## config.mk

```make
export PLATFORM = sky130hd
export DESIGN_NAME = sp_ram_be_pmt_flat
export DESIGN_NICKNAME = d
export VERILOG_FILES = /design/src/rtl/sp_ram_pkg.sv /design/src/rtl/sp_ram_be_pmt_if.sv /design/src/rtl/sp_ram_clr_seq.sv /design/src/rtl/sp_ram_be_pmt.sv /design/src/flat_wrapper.sv
export SDC_FILE = /design/constraint.sdc
export NUM_CORES = 1
export LEC_CHECK = 0
export CORE_ASPECT_RATIO = 1.4
export CORE_UTILIZATION = 56
export CTS_CLUSTER_SIZE = 28
export DETAILED_ROUTE_END_ITERATION = 10
export PLACE_DENSITY = 0.82
export SLEW_MARGIN = 10
export SYNTH_ARGS = -nofsm -noshare
export SYNTH_HDL_FRONTEND = slang
export SYNTH_SLANG_ARGS = --single-unit
```

## constraint.sdc

```tcl
create_clock -name wclk -period 1.77 [get_ports wclk]
set_input_delay 0.354 -clock wclk [delete_from_list [all_inputs] [get_ports wclk]]
set_output_delay 0.354 -clock wclk [all_outputs]
set_load 0.05 [all_outputs]
```

## src/rtl/sp_ram_pkg.sv

```systemverilog
// rtl/sp_ram_pkg.sv - shared types and helpers for the byte-enable single-port RAM
package sp_ram_pkg;

  typedef enum logic [1:0] {
    READ_FIRST  = 2'd0,
    WRITE_FIRST = 2'd1,
    NO_CHANGE   = 2'd2
  } rdw_mode_e;

  typedef enum logic {
    CLEAR = 1'b0,
    READY = 1'b1
  } state_e;

  localparam int unsigned MAX_LW = 64;

  function automatic int unsigned lane_cnt(input int unsigned dw, input int unsigned lw);
    return dw / lw;
  endfunction

  function automatic int unsigned addr_w(input int unsigned depth);
    return (depth < 2) ? 1 : $clog2(depth);
  endfunction

  // Zero-extension to MAX_LW leaves the parity of a narrower lane unchanged.
  function automatic logic lane_parity(input logic [MAX_LW-1:0] d);
    return ^d;
  endfunction

endpackage

```

## src/rtl/sp_ram_be_pmt_if.sv

```systemverilog
// rtl/sp_ram_be_pmt_if.sv - request/response bundle for sp_ram_be_pmt
// perr exists only when SP_RAM_PARITY_EN is defined.
interface sp_ram_be_pmt_if #(
  parameter int unsigned DW    = 16,
  parameter int unsigned LW    = 8,
  parameter int unsigned DEPTH = 32
);
  import sp_ram_pkg::*;

  localparam int unsigned NL = lane_cnt(DW, LW);
  localparam int unsigned AW = addr_w(DEPTH);

  logic          en;
  logic          we;
  logic [NL-1:0] be;
  logic [AW-1:0] addr;
  logic [DW-1:0] din;
  logic [DW-1:0] dout;
  logic          rvalid;
  logic          busy;
`ifdef SP_RAM_PARITY_EN
  logic [NL-1:0] perr;
`endif

  modport master (
    output en, we, be, addr, din,
`ifdef SP_RAM_PARITY_EN
    input  perr,
`endif
    input  dout, rvalid, busy
  );

  modport slave (
    input  en, we, be, addr, din,
`ifdef SP_RAM_PARITY_EN
    output perr,
`endif
    output dout, rvalid, busy
  );

endinterface

```

## src/rtl/sp_ram_clr_seq.sv

```systemverilog
// rtl/sp_ram_clr_seq.sv - post-reset zero-fill sequencer (CLEAR -> READY)
module sp_ram_clr_seq
  import sp_ram_pkg::*;
#(
  parameter int unsigned DEPTH = 32,
  localparam int unsigned AW   = addr_w(DEPTH)
) (
  input  logic          wclk,
  input  logic          rst_n,
  output logic          busy,
  output logic          clr_we,
  output logic [AW-1:0] clr_addr
);

  localparam logic [AW-1:0] LAST = AW'(DEPTH - 1);

  state_e        state_q, state_d;
  logic [AW-1:0] cnt_q, cnt_d;

  always_ff @(posedge wclk or negedge rst_n) begin
    if (!rst_n) begin
      state_q <= CLEAR;
      cnt_q   <= '0;
    end else begin
      state_q <= state_d;
      cnt_q   <= cnt_d;
    end
  end

  always_comb begin
    state_d = state_q;
    cnt_d   = cnt_q;
    case (state_q)
      CLEAR: begin
        cnt_d = cnt_q + AW'(1);
        if (cnt_q == LAST) state_d = READY;
      end
      READY:   state_d = READY;
      default: state_d = CLEAR;
    endcase
  end

  always_comb begin
    busy     = (state_q == CLEAR);
    clr_we   = (state_q == CLEAR);
    clr_addr = cnt_q;
  end

endmodule

```

## src/rtl/sp_ram_be_pmt.sv

```systemverilog
// rtl/sp_ram_be_pmt.sv - single-port RAM with lane enables, RDW modes, optional output reg
// Optional per-lane parity storage and checking under SP_RAM_PARITY_EN.
module sp_ram_be_pmt
  import sp_ram_pkg::*;
#(
  parameter int unsigned DW    = 16,
  parameter int unsigned LW    = 8,
  parameter int unsigned DEPTH = 32,
  parameter int unsigned RDW   = 0,
  parameter int unsigned OREG  = 0
) (
  input  logic          wclk,
  input  logic          rst_n,
  sp_ram_be_pmt_if.slave bus
);

  localparam int unsigned NL   = lane_cnt(DW, LW);
  localparam int unsigned AW   = addr_w(DEPTH);
  localparam rdw_mode_e   MODE = rdw_mode_e'(2'(RDW));

  logic          busy, clr_we, acc, in_range, wr_en;
  logic [AW-1:0] clr_addr, wr_addr;
  logic [NL-1:0] wr_be;
  logic [DW-1:0] wr_data, old_word, new_word, rd_word;
  logic          upd1, val1, rvalid1, rvalid_q;
  logic [DW-1:0] dout1, dout_q;

  logic [DW-1:0] mem [DEPTH];

  sp_ram_clr_seq #(.DEPTH(DEPTH)) u_clr_seq (
    .wclk     (wclk),
    .rst_n    (rst_n),
    .busy     (busy),
    .clr_we   (clr_we),
    .clr_addr (clr_addr)
  );

  // Clear sequencer owns the write port while busy; user requests are dropped.
  always_comb begin
    acc      = bus.en & ~busy;
    in_range = (32'(bus.addr) < DEPTH);
    if (busy) begin
      wr_en   = clr_we;
      wr_addr = clr_addr;
      wr_be   = '1;
      wr_data = '0;
    end else begin
      wr_en   = acc & bus.we & in_range;
      wr_addr = bus.addr;
      wr_be   = bus.be;
      wr_data = bus.din;
    end
  end

  always_ff @(posedge wclk) begin
    if (wr_en) begin
      for (int k = 0; k < NL; k++) begin
        if (wr_be[k]) mem[wr_addr][k*LW +: LW] <= wr_data[k*LW +: LW];
      end
    end
  end

  always_comb begin
    old_word = in_range ? mem[bus.addr] : '0;
    new_word = old_word;
    for (int k = 0; k < NL; k++) begin
      if (bus.be[k]) new_word[k*LW +: LW] = bus.din[k*LW +: LW];
    end
  end

  always_comb begin
    upd1    = 1'b0;
    val1    = 1'b0;
    rd_word = old_word;
    if (acc) begin
      if (!bus.we) begin
        upd1 = 1'b1;
        val1 = 1'b1;
      end else begin
        case (MODE)
          READ_FIRST: begin
            upd1 = 1'b1;
            val1 = 1'b1;
          end
          WRITE_FIRST: begin
            upd1    = 1'b1;
            val1    = 1'b1;
            rd_word = in_range ? new_word : '0;
          end
          default: begin
            upd1 = 1'b0;
            val1 = 1'b0;
          end
        endcase
      end
    end
  end

  always_ff @(posedge wclk or negedge rst_n) begin
    if (!rst_n) begin
      dout1   <= '0;
      rvalid1 <= 1'b0;
    end else begin
      rvalid1 <= val1;
      if (upd1) dout1 <= rd_word;
    end
  end

`ifdef SP_RAM_PARITY_EN
  logic [NL-1:0] pmem [DEPTH];
  logic [NL-1:0] wr_par, old_par, new_par, rd_par, perr_c, perr1, perr_q;

  always_comb begin
    for (int k = 0; k < NL; k++) wr_par[k] = lane_parity(MAX_LW'(wr_data[k*LW +: LW]));
  end

  always_ff @(posedge wclk) begin
    if (wr_en) begin
      for (int k = 0; k < NL; k++) begin
        if (wr_be[k]) pmem[wr_addr][k] <= wr_par[k];
      end
    end
  end

  // Parity follows the same source selection as the data word it travels with.
  always_comb begin
    old_par = in_range ? pmem[bus.addr] : '0;
    new_par = old_par;
    for (int k = 0; k < NL; k++) begin
      if (bus.be[k]) new_par[k] = lane_parity(MAX_LW'(bus.din[k*LW +: LW]));
    end
    rd_par = old_par;
    if (acc && bus.we && MODE == WRITE_FIRST) rd_par = in_range ? new_par : '0;
    for (int k = 0; k < NL; k++) perr_c[k] = lane_parity(MAX_LW'(rd_word[k*LW +: LW])) ^ rd_par[k];
  end

  always_ff @(posedge wclk or negedge rst_n) begin
    if (!rst_n) perr1 <= '0;
    else if (upd1) perr1 <= perr_c;
  end
`endif

  if (OREG != 0) begin : g_oreg
    logic [DW-1:0] dout2;
    logic          rvalid2;
    always_ff @(posedge wclk or negedge rst_n) begin
      if (!rst_n) begin
        dout2   <= '0;
        rvalid2 <= 1'b0;
      end else begin
        rvalid2 <= rvalid1;
        if (rvalid1) dout2 <= dout1;
      end
    end
    assign dout_q   = dout2;
    assign rvalid_q = rvalid2;
`ifdef SP_RAM_PARITY_EN
    logic [NL-1:0] perr2;
    always_ff @(posedge wclk or negedge rst_n) begin
      if (!rst_n) perr2 <= '0;
      else if (rvalid1) perr2 <= perr1;
    end
    assign perr_q = perr2;
`endif
  end else begin : g_noreg
    assign dout_q   = dout1;
    assign rvalid_q = rvalid1;
`ifdef SP_RAM_PARITY_EN
    assign perr_q = perr1;
`endif
  end

  assign bus.dout   = dout_q;
  assign bus.rvalid = rvalid_q;
  assign bus.busy   = busy;
`ifdef SP_RAM_PARITY_EN
  assign bus.perr   = rvalid_q ? perr_q : '0;
`endif

endmodule

```

## src/flat_wrapper.sv

```systemverilog
// flat-port wrapper written by rule: the top's interface ports become plain ports
module sp_ram_be_pmt_flat import sp_ram_pkg::*;
#(
  parameter int unsigned DW    = 16,
  parameter int unsigned LW    = 8,
  parameter int unsigned DEPTH = 32,
  parameter int unsigned RDW   = 0,
  parameter int unsigned OREG  = 0
)
  (wclk, rst_n, bus_en, bus_we, bus_be, bus_addr, bus_din, bus_dout, bus_rvalid, bus_busy);
  sp_ram_be_pmt_if #(.DW(DW), .LW(LW), .DEPTH(DEPTH)) bus_i ();
  input  logic wclk;
  input  logic rst_n;
  input wire logic [$bits(bus_i.en)-1:0] bus_en;
  input wire logic [$bits(bus_i.we)-1:0] bus_we;
  input wire logic [$bits(bus_i.be)-1:0] bus_be;
  input wire logic [$bits(bus_i.addr)-1:0] bus_addr;
  input wire logic [$bits(bus_i.din)-1:0] bus_din;
  output wire logic [$bits(bus_i.dout)-1:0] bus_dout;
  output wire logic [$bits(bus_i.rvalid)-1:0] bus_rvalid;
  output wire logic [$bits(bus_i.busy)-1:0] bus_busy;
  assign bus_i.en = bus_en;
  assign bus_i.we = bus_we;
  assign bus_i.be = bus_be;
  assign bus_i.addr = bus_addr;
  assign bus_i.din = bus_din;
  assign bus_dout = bus_i.dout;
  assign bus_rvalid = bus_i.rvalid;
  assign bus_busy = bus_i.busy;
  sp_ram_be_pmt #(.DW(DW), .LW(LW), .DEPTH(DEPTH), .RDW(RDW), .OREG(OREG)) u_core (.wclk(wclk), .rst_n(rst_n), .bus(bus_i));
endmodule
```

==> results of run 1 <==
## worst max path at each step
stage / start / end / slack (ns) / cells after the start
final: u_core.u_clr_seq.state_q / u_core.mem[30][15] / -0.04 / 5
after global routing: u_core.u_clr_seq.state_q / u_core.mem[14][2] / -0.1 / 6
after CTS: u_core.u_clr_seq.state_q / u_core.mem[6][6] / -0.04 / 5
after detailed placement: bus_addr[1] / u_core.bus.dout[7] / -0.77 / 7
after global placement: bus_addr[1] / u_core.bus.dout[3] / -0.66 / 7
after floorplan: bus_addr[0] / u_core.mem[13][0] / -0.17 / 8
## worst reg2reg max path: cells and delay by family, from the launching register on
kind                   cells  cell delay (ns)
buffers and inverters      1             0.19
AND/OR/NAND/NOR            3             0.59
AO/OA/AOI/OAI              1             0.24
flip-flops                 1             0.46
## logic make-up after synthesis
group,synth area share (%)
AO/OA/AOI/OAI,7.947
XOR/XNOR,0.1229
adder cells (fa/ha/maj),0.1170
buffers and inverters,2.230
flip-flops,74.60
multiplexers,12.19
AND/OR/NAND/NOR,2.792
## placed cells by master (no fill, tap or decap), types with 12 or more instances in the layout
| cell type | synthesis | layout |
|---|---|---|
| buf_4 | 10 | 121 |
| clkbuf_16 | 0 | 54 |
| a22o_1 | 32 | 31 |
| and2_1 | 17 | 16 |
| nor2_4 | 0 | 65 |
| mux2i_1 | 257 | 257 |
| a221oi_2 | 12 | 12 |
| o22ai_1 | 16 | 14 |
| clkdlybuf4s50_1 | 0 | 23 |
| o41ai_2 | 16 | 16 |
| dfrtp_1 | 23 | 22 |
| a21oi_1 | 32 | 32 |
| a221oi_1 | 20 | 19 |
| nand2_1 | 41 | 25 |
| buf_12 | 1 | 42 |
| clkinv_2 | 0 | 12 |
| edfxtp_1 | 512 | 512 |
| a22oi_1 | 64 | 64 |
## what timing repair did
item                                    4_1_cts  5_1_grt
endpoints found under the setup margin      521      523
resized for setup                            14        8
buffers inserted                              4        1
pin swaps                                    45       20
hold buffers                                  0        0
cloned                                        0        1
## sequential cells by signal (all words and copies together) (netlist names)
signal,count
u_core.bus.dout,16
u_core.u_clr_seq.state_q,1
u_core.u_clr_seq.clr_addr,5
u_core.mem,512
u_core.bus.rvalid,1
## synthesized netlist by cell type, types with 3 or more instances
| library cell | number | area (um2) |
|---|---|---|
| mux2i_1 | 257 | 2572 |
| edfxtp_1 | 512 | 15370 |
| buf_4 | 10 | 75.07 |
| o22ai_1 | 16 | 100.1 |
| a22oi_1 | 64 | 480.5 |
| and2_1 | 17 | 106.4 |
| dfrtp_1 | 23 | 575.6 |
| mux2_2 | 3 | 33.78 |
| buf_2 | 20 | 100.1 |
| nand2_1 | 41 | 153.9 |
| nor2_1 | 66 | 247.7 |
| buf_6 | 14 | 157.7 |
| a22o_1 | 32 | 280.3 |
| clkbuf_1 | 21 | 78.83 |
| a21oi_1 | 32 | 160.2 |
| nand3_1 | 4 | 20.02 |
| xnor2_1 | 3 | 26.28 |
| a221oi_2 | 12 | 180.2 |
| buf_1 | 4 | 15.01 |
| o41ai_2 | 16 | 260.3 |
| a221oi_1 | 20 | 175.2 |
## routing by layer
layer	part of all wire (%)	vias to the layer above	track usage (%)	routed length, um
met5	0	-	0	0
met4	6.0	0	15.48	3005
met3	6.6	174	3.456	3305
met2	52	589	46.39	26020
met1	35	5986	29.94	17400
li1	-	5218	-	-
## cell type report
class	instances	share of cell area [%]
clock buffer	68	5.508
clock inverter	25	0.9861
inverter	4	0.08658
multi-input combinational	604	21.80
sequential	535	61.33
tap	473	2.275
timing repair buffer	194	8.019
## report_power, final
| group | internal [mW] | total, mW | switching, mW |
|---|---|---|---|
| logic | 0.786 | 2.00 | 1.21 |
| registers | 13.9 | 14.0 | 0.0525 |
| clock network | 6.40 | 10.9 | 4.52 |
| total | 21.1 | 26.9 | 5.78 |
==> results.py, run 1 <==
metrics = {
    "clock_tree": {
        "root_buffer": "clkbuf_16",
        "cts_buffer_depth": 3,
        "cts_buffers": 50,
        "cts_max_level": 2,
        "cts_tree": "yes",
        "clk_latency_ns": 0.58,
        "cts.sinks": 535,
        "path_clk_slew_ns": 0.06,
    },
    "synth": {
        "synthDistinctLibCells": 39,
        "syn_nets": 1243,
        "synth_area_mm2": 0.02138,
        "synth_edf_count": 512,
        "yosysSeqAreaShare_pct": 74.60,
        "synth_seq_cells": 535,
        "synth-main-ff-cell": "edfxtp_1",
        "yosysWarnings": 0,
        "syn_inst": 1214,
        "syn_area_per_cell_um2": 17.61,
        "async_flop_share_pct": 4.299,
    },
    "final_layout": {
        "seq_area_mm2": 0.01595,
        "drive_above_1_share_pct": 26.64,
        "layoutNonFillerInstCount": 1903,
        "area_growth_pct": 21.66,
        "final_util_pct": 69.13,
        "multiInputGateArea_mm2": 0.005670,
        "n_antenna_cell": 0,
        "nets": 1418,
        "stdcell_area_mm2": 0.02601,
        "fillers": 2296,
    },
    "timing": {
        "tightest_slew_ns": 0.5411,
        "final.setup.tns_ns": -1.958,
        "rsz0062_at_grt": "true",
        "hold_ws_ns": 0.1671,
        "timing.final.hold_violations": 0,
        "period_minus_slack_ns": 1.809,
        "worst_slack_ns": -0.03858,
        "max_freq_mhz": 552.9,
        "min_period_over_period_pct": 102.2,
        "setup_viol": 177,
        "max_slew_margin_pct": 62.89,
        "slew_violations": 0,
        "clock_skew_ns": 0.01241,
    },
    "pwr": {
        "leakage_nw": 9.257,
        "powerDensity_mw_per_mm2": 1034,
        "ir_worst_vdd_mv": 1.006,
        "power_mw": 26.89,
    },
    "die": {
        "start_util_pct": 56.82,
        "design.portCount": 45,
        "dieWidth_um": 167.1,
        "fp.dieArea_mm2": 0.03898,
        "coreArea_mm2": 0.03763,
        "die_h_um": 233.2,
        "rows": 84,
    },
    "setup_path": {
        "r2r_setup_slack_ns": -0.04,
        "start_kind": "flip-flop",
        "worstPathArrival_ns": 2.06,
        "crit_required_ns": 2.02,
        "cp-end-kind": "flip-flop",
        "crit_buf_inv": 1,
        "path_cells": "buf_4 > nor2_1 > a32o_2 > nand2_8 > nor2_4",
        "crit_fanout": 10,
        "crit_type": "reg2reg",
        "crit_family": "simple AND/OR/NAND/NOR gates",
        "cpPeakStageDelay_ns": 0.46,
        "worstReg2RegEnd": "u_core.mem[30][15]",
        "regToRegStartpoint": "u_core.u_clr_seq.state_q",
        "slowest_stage": "dfrtp_2",
        "rr_worst_depth": 5,
    },
    "global_routing": {
        "grt_pass1_vias": 12369,
        "grt_usage_pct": 25.97,
        "grt-ovfl-total": 0,
        "grt_max_degree": 34,
        "grt_pass1_wl_mm": 74.22,
        "antenna_found_initial": 0,
    },
    "placement": {
        "place.detailed.hpwl_mm": 31.47,
        "io_buffers": 44,
        "placed_cell_area_mm2": 0.02412,
        "preCtsSetupSlack_ns": -0.7748,
        "gp_congestion": 0.8778,
        "dp.cells": 1804,
    },
    "status": {
        "violations": "setup timing",
        "status": "complete, but fails checks",
    },
    "route": {
        "wirelength_mm": 49.72,
        "first_iter_violations": 1154,
        "wire_per_inst_um": 26.13,
        "firstDrtPassIters": 7,
        "routed_via_density": 6.288,
        "drc_errors": 0,
        "antenna_left": 0,
        "vias": 11967,
    },
    "min_path": {
        "holdCritPathClass": "in2async",
    },
    "job": {
        "cap_violations": 0,
    },
}
No activity file was read; power rests on OpenSTA's default activity.
==> inputs of run 2 (changes only) <==
--- a/config.mk
+++ b/config.mk
@@ -6,6 +6,7 @@
 export NUM_CORES = 1
 export LEC_CHECK = 0
 export CORE_ASPECT_RATIO = 1.4
+export CORE_MARGIN = 3
 export CORE_UTILIZATION = 56
 export CTS_CLUSTER_SIZE = 28
 export DETAILED_ROUTE_END_ITERATION = 10
@@ -13,4 +14,5 @@
 export SLEW_MARGIN = 10
 export SYNTH_ARGS = -nofsm -noshare
 export SYNTH_HDL_FRONTEND = slang
+export SYNTH_HIERARCHICAL = 1
 export SYNTH_SLANG_ARGS = --single-unit
==> run 2 against run 1 <==
The run still ends with setup timing left. Clock power shrank 5%. First-iteration DRC count grew 36%. Via count grew 5.8%. Core utilization grew 2.1 points. Fmax shrank 17%. Setup slack lost 0.36 ns. Synthesized cell count shrank 0.49%. Sequential power is essentially flat. Power shrank 1.4%. Critical path depth grew 4. Area after synthesis grew 0.22%. Cell count grew 2.8%.
==> results.py, run 2 <==
metrics = {
    "pwr": {
        "ir_worst_vdd_mv": 1.169,
        "switching_share_pct": 21.76,
        "power_mw": 26.51,
        "leakage_nw": 9.648,
        "internal-power_mw": 20.74,
        "comb_power_share_pct": 7.9,
        "power.net_switching_mw": 5.768,
        "pwr-share-seq_pct": 52.7,
        "powerDensity_mw_per_mm2": 989.4,
        "p_clk_share_pct": 39.4,
    },
    "die": {
        "dieWidth_um": 171.3,
        "design.portCount": 45,
        "coreArea_mm2": 0.03763,
        "fp.dieArea_mm2": 0.04068,
        "start_util_pct": 56.95,
        "rows": 84,
        "die_h_um": 237.4,
    },
    "synth": {
        "yosysWarnings": 6,
        "yosysMostFrequentCell": "edfxtp_1",
        "synth_seq_cells": 535,
        "synth-main-ff-cell": "edfxtp_1",
        "synthDistinctLibCells": 38,
        "syn_inst": 1208,
        "yosysTopAreaCell": "edfxtp_1",
        "syn_area_per_cell_um2": 17.74,
        "synth_area_leaders": "edfxtp_1 (72%), mux2i_1 (12%), dfrtp_1 (2.7%), a22oi_1 (2.2%), a22o_1 (1.3%)",
        "syn_nets": 1237,
        "yosysSeqAreaShare_pct": 74.44,
        "yosysTopAreaCellShare_pct": 71.75,
        "synth_common_cells": "edfxtp_1 (512), mux2i_1 (258), nor2_1 (67)",
        "synth_edf_count": 512,
        "async_flop_share_pct": 4.299,
        "synth_area_mm2": 0.02143,
    },
    "route": {
        "wire_per_inst_um": 28.79,
        "wirelength_mm": 56.34,
        "routed_via_density": 6.468,
        "drc_errors": 0,
        "antenna_left": 0,
        "firstDrtPassIters": 5,
        "first_iter_violations": 1573,
        "vias": 12658,
    },
    "clock_tree": {
        "root_buffer": "clkbuf_16",
        "path_clk_slew_ns": 0.07,
        "cts_buffers": 48,
        "cts_buffer_depth": 3,
        "cts_tree": "yes",
        "cts_max_level": 2,
        "clk_latency_ns": 0.57,
        "cts.sinks": 535,
    },
    "placement": {
        "io_buffers": 44,
        "gp_congestion": 0.8777,
        "place.detailed.hpwl_mm": 32.96,
    },
    "status": {
        "status": "complete, but fails checks",
        "violations": "setup timing",
    },
    "timing": {
        "max_freq_mhz": 460.1,
        "min_period_over_period_pct": 122.8,
        "max_slew_margin_pct": 66.47,
        "period_minus_slack_ns": 2.173,
        "timing.final.hold_violations": 0,
        "tightest_slew_ns": 0.5030,
        "hold_ws_ns": 0.1729,
        "setup_viol": 723,
        "worst_slack_ns": -0.4034,
        "slew_violations": 0,
        "rsz0062_at_grt": "true",
        "clock_skew_ns": 0.01993,
    },
    "global_routing": {
        "grt-ovfl-total": 0,
        "grt_usage_pct": 26.49,
        "grt_max_degree": 33,
        "antenna_found_initial": 0,
        "grt_pass1_vias": 12791,
        "grt_pass1_wl_mm": 79.55,
    },
    "final_layout": {
        "regMostFlops": "u_core/mem",
        "largest_reg_flops": 512,
        "area_growth_pct": 25.06,
        "final_cell_mix": "edfxtp_1 (512), mux2i_1 (257), buf_4 (122)",
        "n_antenna_cell": 0,
        "nets": 1477,
        "final_common_cell": "edfxtp_1",
        "drive_above_1_share_pct": 30.86,
    },
    "setup_path": {
        "crit_family": "buffers and inverters",
        "rr_worst_depth": 9,
        "worstPathArrival_ns": 2.45,
        "slowest_stage": "dfrtp_1",
        "crit_type": "reg2reg",
        "start_kind": "flip-flop",
        "cpPeakStageDelay_ns": 0.42,
        "path_cells": "clkinvlp_4 > buf_12 > buf_6 > mux2i_1 > buf_4 > nand2_2 > buf_12 > nor2_4 > buf_6",
        "cp-startpoint": "u_core/u_clr_seq/state_q",
        "regToRegStartpoint": "u_core/u_clr_seq/state_q",
        "crit_fanout": 8,
        "cp-end-kind": "flip-flop",
        "crit_required_ns": 2.05,
        "crit_buf_inv": 6,
        "worstSetupPathDepth": 9,
    },
    "job": {
        "cap_violations": 0,
    },
    "min_path": {
        "holdCritPathClass": "in2async",
    },
}
## run 2: cell count changes after synthesis, moves of 3 or more
cell,previous run,this run
inv_1,2,5
buf_1,4,12
nand2_1,41,32
and2_1,17,1
clkbuf_1,21,13
nor2b_1,2,19
## run 2: worst reg2reg max path, stage by stage, from the launching register on
cell	delay, ns
dfrtp_1	0.42
clkinvlp_4	0.18
buf_12	0.17
buf_6	0.12
mux2i_1	0.21
buf_4	0.22
nand2_2	0.09
buf_12	0.17
nor2_4	0.16
buf_6	0.14
## run 2: timing repair
item / CTS / global route
endpoints found under the hold margin: 0 / 0
hold buffers: 0 / 0
setup buffers: 8 / 4
setup endpoints to repair: 529 / 830
gates resized for setup: 98 / 46
pin swaps: 20 / 25
## run 2: per-layer routing
layer	GRT usage, %	wire [um]	vias to the layer above
met5	0	0	-
met4	14.23	3723	0
met3	3.460	4297	211
met2	46.84	29570	754
met1	31.35	18750	6374
li1	-	-	5319
## run 2: final cells by class
class	instances	area [um2]
fillers	2081	10830
flip-flops and latches	535	15950
clock buffers	69	1383
multi-input cells	595	5665
inverters	6	26.28
well taps	473	591.8
clock inverters	17	180.2
repair buffers	262	2999
## run 2: logic make-up (layout without fill, tap and decap cells)
group                      after synthesis  in the layout  synth area share (%)
and+or+nand+nor                        130            130                 2.745
adders and majority gates                2              2                0.1168
AOI/OAI and AO/OA                      198            198                 7.965
buffers and inverters                   78            354                 2.277
DFF                                    535            535                 74.44
muxes                                  262            262                 12.30
xor gates and xnor gates                 3              3                0.1577
## run 2: path summary, 6_finish.rpt
| check | endpoint | slack, ns |
|---|---|---|
| setup / recovery | u_core/mem[17][3] | -0.40 |
| hold / removal | u_core/bus.rvalid | 0.17 |
| setup reg to reg | u_core/mem[17][3] | -0.40 |
| hold reg to reg | u_core/bus.dout[13] | 0.54 |
| max in group asynchronous | u_core/bus.dout[10] | 1.29 |
| min in group wclk | u_core/bus.rvalid | 0.42 |
## run 2: power groups by stage
| stage | combinational (mW) | sequential (mW) | clock [mW] |
|---|---|---|---|
| 3_5_place_dp | 1.96 | 14.2 | 0 |
| 6_report | 2.11 | 14.0 | 10.4 |
| 5_1_grt | 2.17 | 14.0 | 10.9 |
| 3_3_place_gp | 1.91 | 14.2 | 0 |
| 4_1_cts | 2.02 | 14.0 | 10.4 |
| 2_1_floorplan | 0.935 | 14.4 | 0 |
## run 2: stage by stage
step	area [um2]	setup slack, ns	TNS (ns)	utilization [%]	cells
6_report	26800	-0.4034	-174.28	71.22	1957
3_3_place_gp	24520	-0.6685	-279.33	65.18	1860
2_1_floorplan	21750	-0.6298	-540.17	-	1208
5_1_grt	26800	-0.4289	-202.44	71.22	1957
3_5_place_dp	24520	-0.7806	-290.29	65.18	1860
4_1_cts	26540	-0.2562	-110.18	70.53	1954
